===== src/rtl/cache_bank_pkg.sv =====
// Shared types and helpers for the byte-enable cache data bank.
package cache_bank_pkg;

  typedef enum logic {
    IDLE  = 1'b0,
    CLEAR = 1'b1
  } clear_state_t;

  function automatic logic [7:0] byte_merge(input logic [7:0] old_byte,
                                            input logic [7:0] new_byte,
                                            input logic       be);
    return be ? new_byte : old_byte;
  endfunction

endpackage


===== src/rtl/cache_bank_be_core.sv =====
// Plain byte-enable RAM: one write port, one registered read port returning pre-write data.
import cache_bank_pkg::*;

module cache_bank_be_core #(
  parameter int DATA_WIDTH = 32,
  parameter int ADDR_WIDTH = 7
) (
  input  logic                    clk,
  input  logic                    we_i,
  input  logic [DATA_WIDTH/8-1:0] be_i,
  input  logic [ADDR_WIDTH-1:0]   waddr_i,
  input  logic [DATA_WIDTH-1:0]   wdata_i,
  input  logic                    re_i,
  input  logic [ADDR_WIDTH-1:0]   raddr_i,
  output logic [DATA_WIDTH-1:0]   rdata_o
);

  localparam int BYTES = DATA_WIDTH / 8;
  localparam int DEPTH = 1 << ADDR_WIDTH;

  logic [DATA_WIDTH-1:0] mem_q [DEPTH];
  logic [DATA_WIDTH-1:0] rdata_q;

  // Non-blocking update means a same-edge read sees the old contents.
  always_ff @(posedge clk) begin
    if (we_i) begin
      for (int k = 0; k < BYTES; k++) begin
        if (be_i[k]) mem_q[waddr_i][8*k +: 8] <= wdata_i[8*k +: 8];
      end
    end
    if (re_i) rdata_q <= mem_q[raddr_i];
  end

  assign rdata_o = rdata_q;

endmodule


===== src/rtl/cache_bank_be.sv =====
// Cache data bank with byte enables, collision forwarding and a built-in clear sweep.
import cache_bank_pkg::*;

module cache_bank_be #(
  parameter int                    DATA_WIDTH    = 32,
  parameter int                    ADDR_WIDTH    = 7,
  parameter bit                    INIT_ON_RESET = 1'b1,
  parameter logic [DATA_WIDTH-1:0] INIT_VALUE    = '0
) (
  input  logic                    clk,
  input  logic                    rst_n,
  input  logic                    i_clear,
  output logic                    o_busy,
  input  logic                    i_we,
  input  logic [DATA_WIDTH/8-1:0] i_wbe,
  input  logic [ADDR_WIDTH-1:0]   i_waddr,
  input  logic [DATA_WIDTH-1:0]   i_wdata,
  input  logic                    i_re,
  input  logic [ADDR_WIDTH-1:0]   i_raddr,
  output logic [DATA_WIDTH-1:0]   o_rdata,
  output logic                    o_rvalid
);

  localparam int                  BYTES    = DATA_WIDTH / 8;
  localparam int                  DEPTH    = 1 << ADDR_WIDTH;
  localparam logic [ADDR_WIDTH:0] LAST_IDX = (ADDR_WIDTH + 1)'(DEPTH - 1);

  clear_state_t          state_q;
  logic                  busy_q;
  logic [ADDR_WIDTH:0]   cnt_q;

  logic                  idle;
  logic                  readAcc;
  logic                  writeAcc;

  logic                  ramWe;
  logic [BYTES-1:0]      ramBe;
  logic [ADDR_WIDTH-1:0] ramWaddr;
  logic [DATA_WIDTH-1:0] ramWdata;
  logic [DATA_WIDTH-1:0] coreRdata;

  logic                  rvalid_q;
  logic                  haveData_q;
  logic                  fwdHit_q;
  logic [BYTES-1:0]      fwdBe_q;
  logic [DATA_WIDTH-1:0] fwdData_q;
  logic [DATA_WIDTH-1:0] mergedData;

  assign idle     = (state_q == IDLE);
  assign readAcc  = idle & i_re;
  assign writeAcc = idle & i_we;

  always_ff @(posedge clk or negedge rst_n) begin
    if (!rst_n) begin
      state_q <= INIT_ON_RESET ? CLEAR : IDLE;
      busy_q  <= INIT_ON_RESET;
      cnt_q   <= '0;
    end else begin
      case (state_q)
        IDLE: begin
          if (i_clear) begin
            state_q <= CLEAR;
            busy_q  <= 1'b1;
            cnt_q   <= '0;
          end
        end
        CLEAR: begin
          if (cnt_q == LAST_IDX) begin
            state_q <= IDLE;
            busy_q  <= 1'b0;
            cnt_q   <= '0;
          end else begin
            cnt_q <= cnt_q + 1'b1;
          end
        end
        default: begin
          state_q <= IDLE;
          busy_q  <= 1'b0;
          cnt_q   <= '0;
        end
      endcase
    end
  end

  // The sweep owns the write port outright; user traffic is dropped while busy.
  always_comb begin
    ramWe    = writeAcc;
    ramBe    = i_wbe;
    ramWaddr = i_waddr;
    ramWdata = i_wdata;
    if (!idle) begin
      ramWe    = 1'b1;
      ramBe    = '1;
      ramWaddr = cnt_q[ADDR_WIDTH-1:0];
      ramWdata = INIT_VALUE;
    end
  end

  cache_bank_be_core #(
    .DATA_WIDTH(DATA_WIDTH),
    .ADDR_WIDTH(ADDR_WIDTH)
  ) u_core (
    .clk    (clk),
    .we_i   (ramWe),
    .be_i   (ramBe),
    .waddr_i(ramWaddr),
    .wdata_i(ramWdata),
    .re_i   (readAcc),
    .raddr_i(i_raddr),
    .rdata_o(coreRdata)
  );

  always_ff @(posedge clk or negedge rst_n) begin
    if (!rst_n) begin
      rvalid_q   <= 1'b0;
      haveData_q <= 1'b0;
      fwdHit_q   <= 1'b0;
      fwdBe_q    <= '0;
      fwdData_q  <= '0;
    end else begin
      rvalid_q <= readAcc;
      if (readAcc) begin
        haveData_q <= 1'b1;
        fwdHit_q   <= writeAcc && (i_waddr == i_raddr);
        fwdBe_q    <= i_wbe;
        fwdData_q  <= i_wdata;
      end
    end
  end

  // Forwarding state only changes with a read, so the merged word holds between reads.
  always_comb begin
    mergedData = coreRdata;
    if (fwdHit_q) begin
      for (int k = 0; k < BYTES; k++) begin
        mergedData[8*k +: 8] = byte_merge(coreRdata[8*k +: 8], fwdData_q[8*k +: 8], fwdBe_q[k]);
      end
    end
  end

  assign o_rdata  = haveData_q ? mergedData : '0;
  assign o_rvalid = rvalid_q;
  assign o_busy   = busy_q;

endmodule


===== config.mk =====
export PLATFORM = sky130hd
export DESIGN_NAME = cache_bank_be
export DESIGN_NICKNAME = d
export VERILOG_FILES = /design/src/rtl/cache_bank_pkg.sv /design/src/rtl/cache_bank_be_core.sv /design/src/rtl/cache_bank_be.sv
export SDC_FILE = /design/constraint.sdc
export NUM_CORES = 2
export LEC_CHECK = 0
export CAP_MARGIN = 20
export CORE_AREA = 3 3 738 740
export CTS_BUF_LIST = sky130_fd_sc_hd__clkbuf_16
export CTS_CLUSTER_SIZE = 12
export DETAILED_ROUTE_END_ITERATION = 10
export DIE_AREA = 0 0 741 743
export GPL_ROUTABILITY_DRIVEN = 0
export PLACE_DENSITY = 0.48
export SYNTH_ARGS = -nofsm -noshare
export SYNTH_HDL_FRONTEND = slang
export SYNTH_SLANG_ARGS = --single-unit

===== constraint.sdc =====
create_clock -name clk -period 6.12 [get_ports clk]
set_clock_uncertainty 0.05 [all_clocks]
set_input_delay 0.612 -clock clk [delete_from_list [all_inputs] [get_ports clk]]
set_output_delay 0.612 -clock clk [all_outputs]
set_load 0.02 [all_outputs]

After elaboration in Yosys (flattened, before gate mapping)
Memories as Yosys holds them, arrays and structs flattened. A register that Yosys moved wholly into a read port is not among the register bits.
Cells that the tools add are included.
{"block": "classes", "addsub": 1, "n_eq_ne": 4, "mux": 31, "bitwise_logic": 3, "reduce_logical": 2}
{"operator": "$mux 32", "count": 3}
{"operator": "$mux 8", "count": 6}
{"operator": "$mux 1", "count": 17}
{"operator": "$pmux 8 s2", "count": 1}
{"operator": "$add 8x1->8 const B", "count": 1}
{"operator": "$eq 8x7->1 const B", "count": 1}
{"operator": "$eq 7x7->1", "count": 1}
{"operator": "$mux 7", "count": 1}
{"operator": "$mux 4", "count": 1}
{"operator": "$pmux 1 s2", "count": 2}
{"operator": "$and 1x1->1", "count": 2}
{"operator": "$ne 2x1->1 const B", "count": 1}
{"operator": "$ne 2x2->1 const B", "count": 1}
{"operator": "$reduce_and 2->1", "count": 1}
{"operator": "$logic_and 1x1->1", "count": 1}
{"operator": "$not 1->1", "count": 1}
{"block": "word_totals", "ff_bits": 49, "mem_bits_rw": 4096, "out_inout_bits": 34, "word_cells": 50, "n_memories": 1}
{"name": "u_core.mem_q", "words": 128, "word_bits": 32, "read_ports": 1, "rd_ports_with_merged_regs": 1, "wr": 1, "line": "cache_bank_be_core.sv:21", "source": "logic [DATA_WIDTH-1:0] mem_q [DEPTH];"}

Longest topological paths before layout
{"block": "logic_depth", "depth_word": 5, "depth_mapped": 8}

Modules after synthesis
Synthesis repeated with hierarchy kept, for this count alone.
{"block": "unflattened", "hier_cells": 6856, "area_unflattened_um2": 161630.0}
{"mod": "cache_bank_be_core", "instances": 1, "cells_each": 6552, "area_per_inst_um2": 158679.7}
{"mod": "cache_bank_be", "instances": 1, "cells_each": 304, "area_per_inst_um2": 2950.3}

Worst setup path before layout
Ideal clock, no wire load.
{"block": "synth_path", "kind": "flip-flop to flip-flop", "from": "reg state_q", "to": "mem u_core.mem_q[0][10] (data pin)", "arrival_time_ns": 4.269, "slack_ns": 0.976, "path_stages_with_launch": 6, "path_buffers": 4, "path_cell_list": "dfstp_2 > clkbuf_1 > clkbuf_1 > clkbuf_1 > clkbuf_1 > nor2b_1"}
{"block": "synth_between", "elab_chain_cells": 1}
{"item": "start: declaration", "line": "cache_bank_be.sv:28", "source": "clear_state_t state_q;"}
{"item": "start signal: assignment", "line": "cache_bank_be.sv:55", "source": "state_q <= INIT_ON_RESET ? CLEAR : IDLE;"}
{"item": "$mux 32", "line": "cache_bank_be.sv:91", "source": "if (!idle) begin"}
{"item": "named net ramWdata[10]", "line": "cache_bank_be.sv:39", "source": "logic [DATA_WIDTH-1:0] ramWdata;"}
{"item": "end: declaration", "line": "cache_bank_be_core.sv:21"}
The timed path passes the listed nets, and every way through them passes these cells.

Worst setup path after layout
{"block": "layout_path", "from": "reg state_q", "to": "mem u_core.mem_q[9][21], enable pin"}
{"block": "layout_between", "elab_chain_cells": 5}
{"item": "$not 1->1"}
{"item": "$and 1x1->1", "line": "cache_bank_be.sv:51", "source": "assign writeAcc = idle & i_we;"}
{"item": "$mux 1", "line": "cache_bank_be.sv:91"}
{"item": "$mux 1", "line": "cache_bank_be_core.sv:26", "source": "if (we_i) begin"}
{"item": "$mux 1 (not written as such)", "line": "cache_bank_be_core.sv:28", "source": "if (be_i[k]) mem_q[waddr_i][8*k +: 8] <= wdata_i[8*k +: 8];"}
Several ways; a longest one is shown, not always the timed one.

==> out/metrics.yaml <==
final_layout:
  nFillCells: 49690
  area.growth.synth_to_final_pct: 14.89
  nets: 7232
  utilization_pct: 34.39
  regArea_mm2: 0.1252
  final_common_cell: "edfxtp_1"
  layout_common_cells: "4128 x edfxtp_1, 1344 x mux4_2, 478 x nor2_1"
  multi_input_area_mm2: 0.03486
  drive_gt1_share_pct: 30.26
critical_path:
  critPathRequiredTime_ns: 6.65
  crit_cells: 6
  path_cells: "clkinv_1 > buf_4 > o32ai_1 > nand2_2 > buf_4 > nor2_1"
  cp_max_fo: 46
  arrival_ns: 5.31
  cp_slowest_stage_delay_ns: 1.11
  critPathTopFamily: "simple AND/OR/NAND/NOR gates"
  cp-start-kind: "flop"
  worstSetupPathType: "flop to flop"
  worst-r2r-cell-count: 6
  critical_path.most_common_cell: "buf_4"
  worstPathBufferInverterCount: 3
  critPathSlowestCell: "dfstp_4"
  endpoint_kind: "flop"
route:
  vias: 73420
  drtIter0Drc: 7612
  drtPass1Iterations: 5
  wirelength_um: 424600
  ant_nets: 0
  drcViolationCount: 0
  wl_per_cell_um: 28.86
  vias_per_cell: 4.991
synth:
  syn-num-nets: 6871
  syn_area_mm2: 0.1615
  ys_types: 41
  synth.ff_latch_count: 4177
  ys_seq_area_share_pct: 77.53
  synth_edf_count: 4128
  yosys-top-cells-area: "edfxtp_1 77%, mux4_2 19%, nor2_1 1.1%"
  ys_async_sr_fraction_pct: 1.173
  netlist_instances: 6815
  yosys.area.top_type_share_pct: 76.77
  synth_top_area_cell: "edfxtp_1"
  syn_avg_cell_area_um2: 23.69
  ys.flop_type: "edfxtp_1"
  yosysWarnings: 0
global_routing:
  antenna_found_initial: 30
  grt_max_degree: 129
  grt_pass1_wl_um: 604300
  grt-ovfl-total: 0
  grt_pass1_vias: 76370
  grt_usage_pct: 15.19
sta:
  grt_setup_unrepaired: "no"
  drv_slew: 0
  period_needed_ns: 4.775
  period_share_pct: 78.02
  finalSetupTns_ns: 0
  tightest_slew_ns: 1.128
  setup_slack_ns: 1.345
  final-hold-violation-count: 0
  fmax_mhz: 209.4
  setup_viol: 0
  timing.slew.headroom_pct: 24.63
placement:
  hpwlAfterDp_um: 260000
  portBuffers: 88
  dp_slack_ns: 1.424
outcome:
  status: "complete, no violations"
clocking:
  cts_setup_buffers: 0
  tritoncts: "done"
  h-tree-depth: 5
  clockBufferDepth: 4
  path_clk_slew_ns: 0.06
  hold_buffers: 1
  ctsResizeCount: 0
  cts_made_buffers: 434
  clock_latency_ns: 1.00
  cts.sinks: 4177
  cts_root_buf: "clkbuf_16"
run:
  cap_violations: 0
die:
  rows: 270
  die_w_um: 741
  ios: 89
  coreArea_mm2: 0.5395
  die_area_mm2: 0.5506
  die_h_um: 743
  initial_core_util_pct: 29.93
min_path:
  hold_class: "input port to async pin"
power_and_ir_drop:
  p_leak_nw: 57.58
  ir_worst_vdd_uv: 252.9
  power_density_mw_per_mm2: 342.2
[worst reg2reg max path, cell delays in order, from the launching register on]
cell      delay (ns)
dfstp_4         1.11
clkinv_1        0.23
buf_4           0.25
o32ai_1         0.76
nand2_2         0.77
buf_4           0.52
nor2_1          0.66
[power breakdown]
| group | total (mW) | switching, mW | internal [mW] |
|---|---|---|---|
| Sequential | 32.7 | 0.337 | 32.3 |
| Combinational | 6.25 | 4.33 | 1.92 |
| Clock | 24.6 | 10.8 | 13.7 |
| Total | 63.5 | 15.5 | 48.0 |
[cell usage after synthesis, drive strengths merged (3+ instances only)]
| library cell | instances |
|---|---|
| edfxtp | 4128 |
| mux4 | 1344 |
| nor2 | 478 |
| clkbuf | 279 |
| buf | 134 |
| nand2 | 118 |
| mux2 | 69 |
| dfrtp | 47 |
| nor3 | 42 |
| nand3 | 35 |
| nor2b | 33 |
| a21boi | 32 |
| a21oi | 17 |
| o21ai | 7 |
| xnor2 | 7 |
| inv | 5 |
| nand3b | 5 |
| or3b | 4 |
| nand2b | 3 |
| nand4 | 3 |
| o31ai | 3 |
| or3 | 3 |
[registers in the layout, indices dropped and copies added, names as in the netlist, 4 cells and up]
| signal | count |
|---|---|
| fwdBe_q | 4 |
| cnt_q | 8 |
| fwdData_q | 32 |
| u_core.rdata_o | 32 |
| u_core.mem_q | 4096 |
[kinds of logic (layout without fill, tap and decap cells)]
kind of cell,count (synthesis),count (layout),synth area share [%]
buffers and inverters,419,1099,1.059
flip-flops,4177,4177,77.53
adder cells (fa/ha/maj),1,1,0.007747
other,0,8,0
AND/OR/NAND/NOR,727,727,1.844
multiplexers,1414,1414,19.23
AO/OA/AOI/OAI,69,69,0.2859
XOR/XNOR,8,8,0.04339
[routing by layer]
layer / global-route usage (%) / part of all wire, % / vias to the layer above
met5: 0 / 0.011 / -
li1: - / - / 29810
met1: 21.96 / 44 / 40760
met3: 2.431 / 6.2 / 501
met2: 24.33 / 48 / 2344
met4: 3.185 / 2.0 / 8
[metrics by stage]
step	area, um^2	total power [mW]	hold WS (ns)	cells
2_1_floorplan	161500	36.27	0.2664	6815
3_5_place_dp	172400	39.66	0.4440	13940
6_report	185500	63.48	0.1896	14710
3_3_place_gp	172300	39.57	0.4384	13940
4_1_cts	185400	64.26	0.1002	14700
5_1_grt	185500	65.70	0.1463	14710
[area by class of cell]
type | instances | share of cell area [%]
sequential | 4177 | 67.49
multi-input combinational | 2219 | 18.79
clock buffer | 439 | 5.922
tap | 7208 | 4.861
timing repair buffer | 338 | 1.817
clock inverter | 316 | 1.101
inverter | 6 | 0.01214
antenna | 8 | 0.01079
[path summary, 6_finish.rpt]
kind / startpoint / endpoint / slack [ns]
setup / recovery: state_q / u_core.mem_q[9][21] / 1.35
hold / removal: rst_n / fwdBe_q[3] / 0.19
setup reg to reg: state_q / u_core.mem_q[9][21] / 1.35
hold reg to reg: fwdData_q[17] / fwdData_q[17] / 0.46
max in group asynchronous: rst_n / haveData_q / 5.00
min in group clk: i_wdata[4] / fwdData_q[4] / 0.21
No activity file was read; power rests on OpenSTA's default activity.
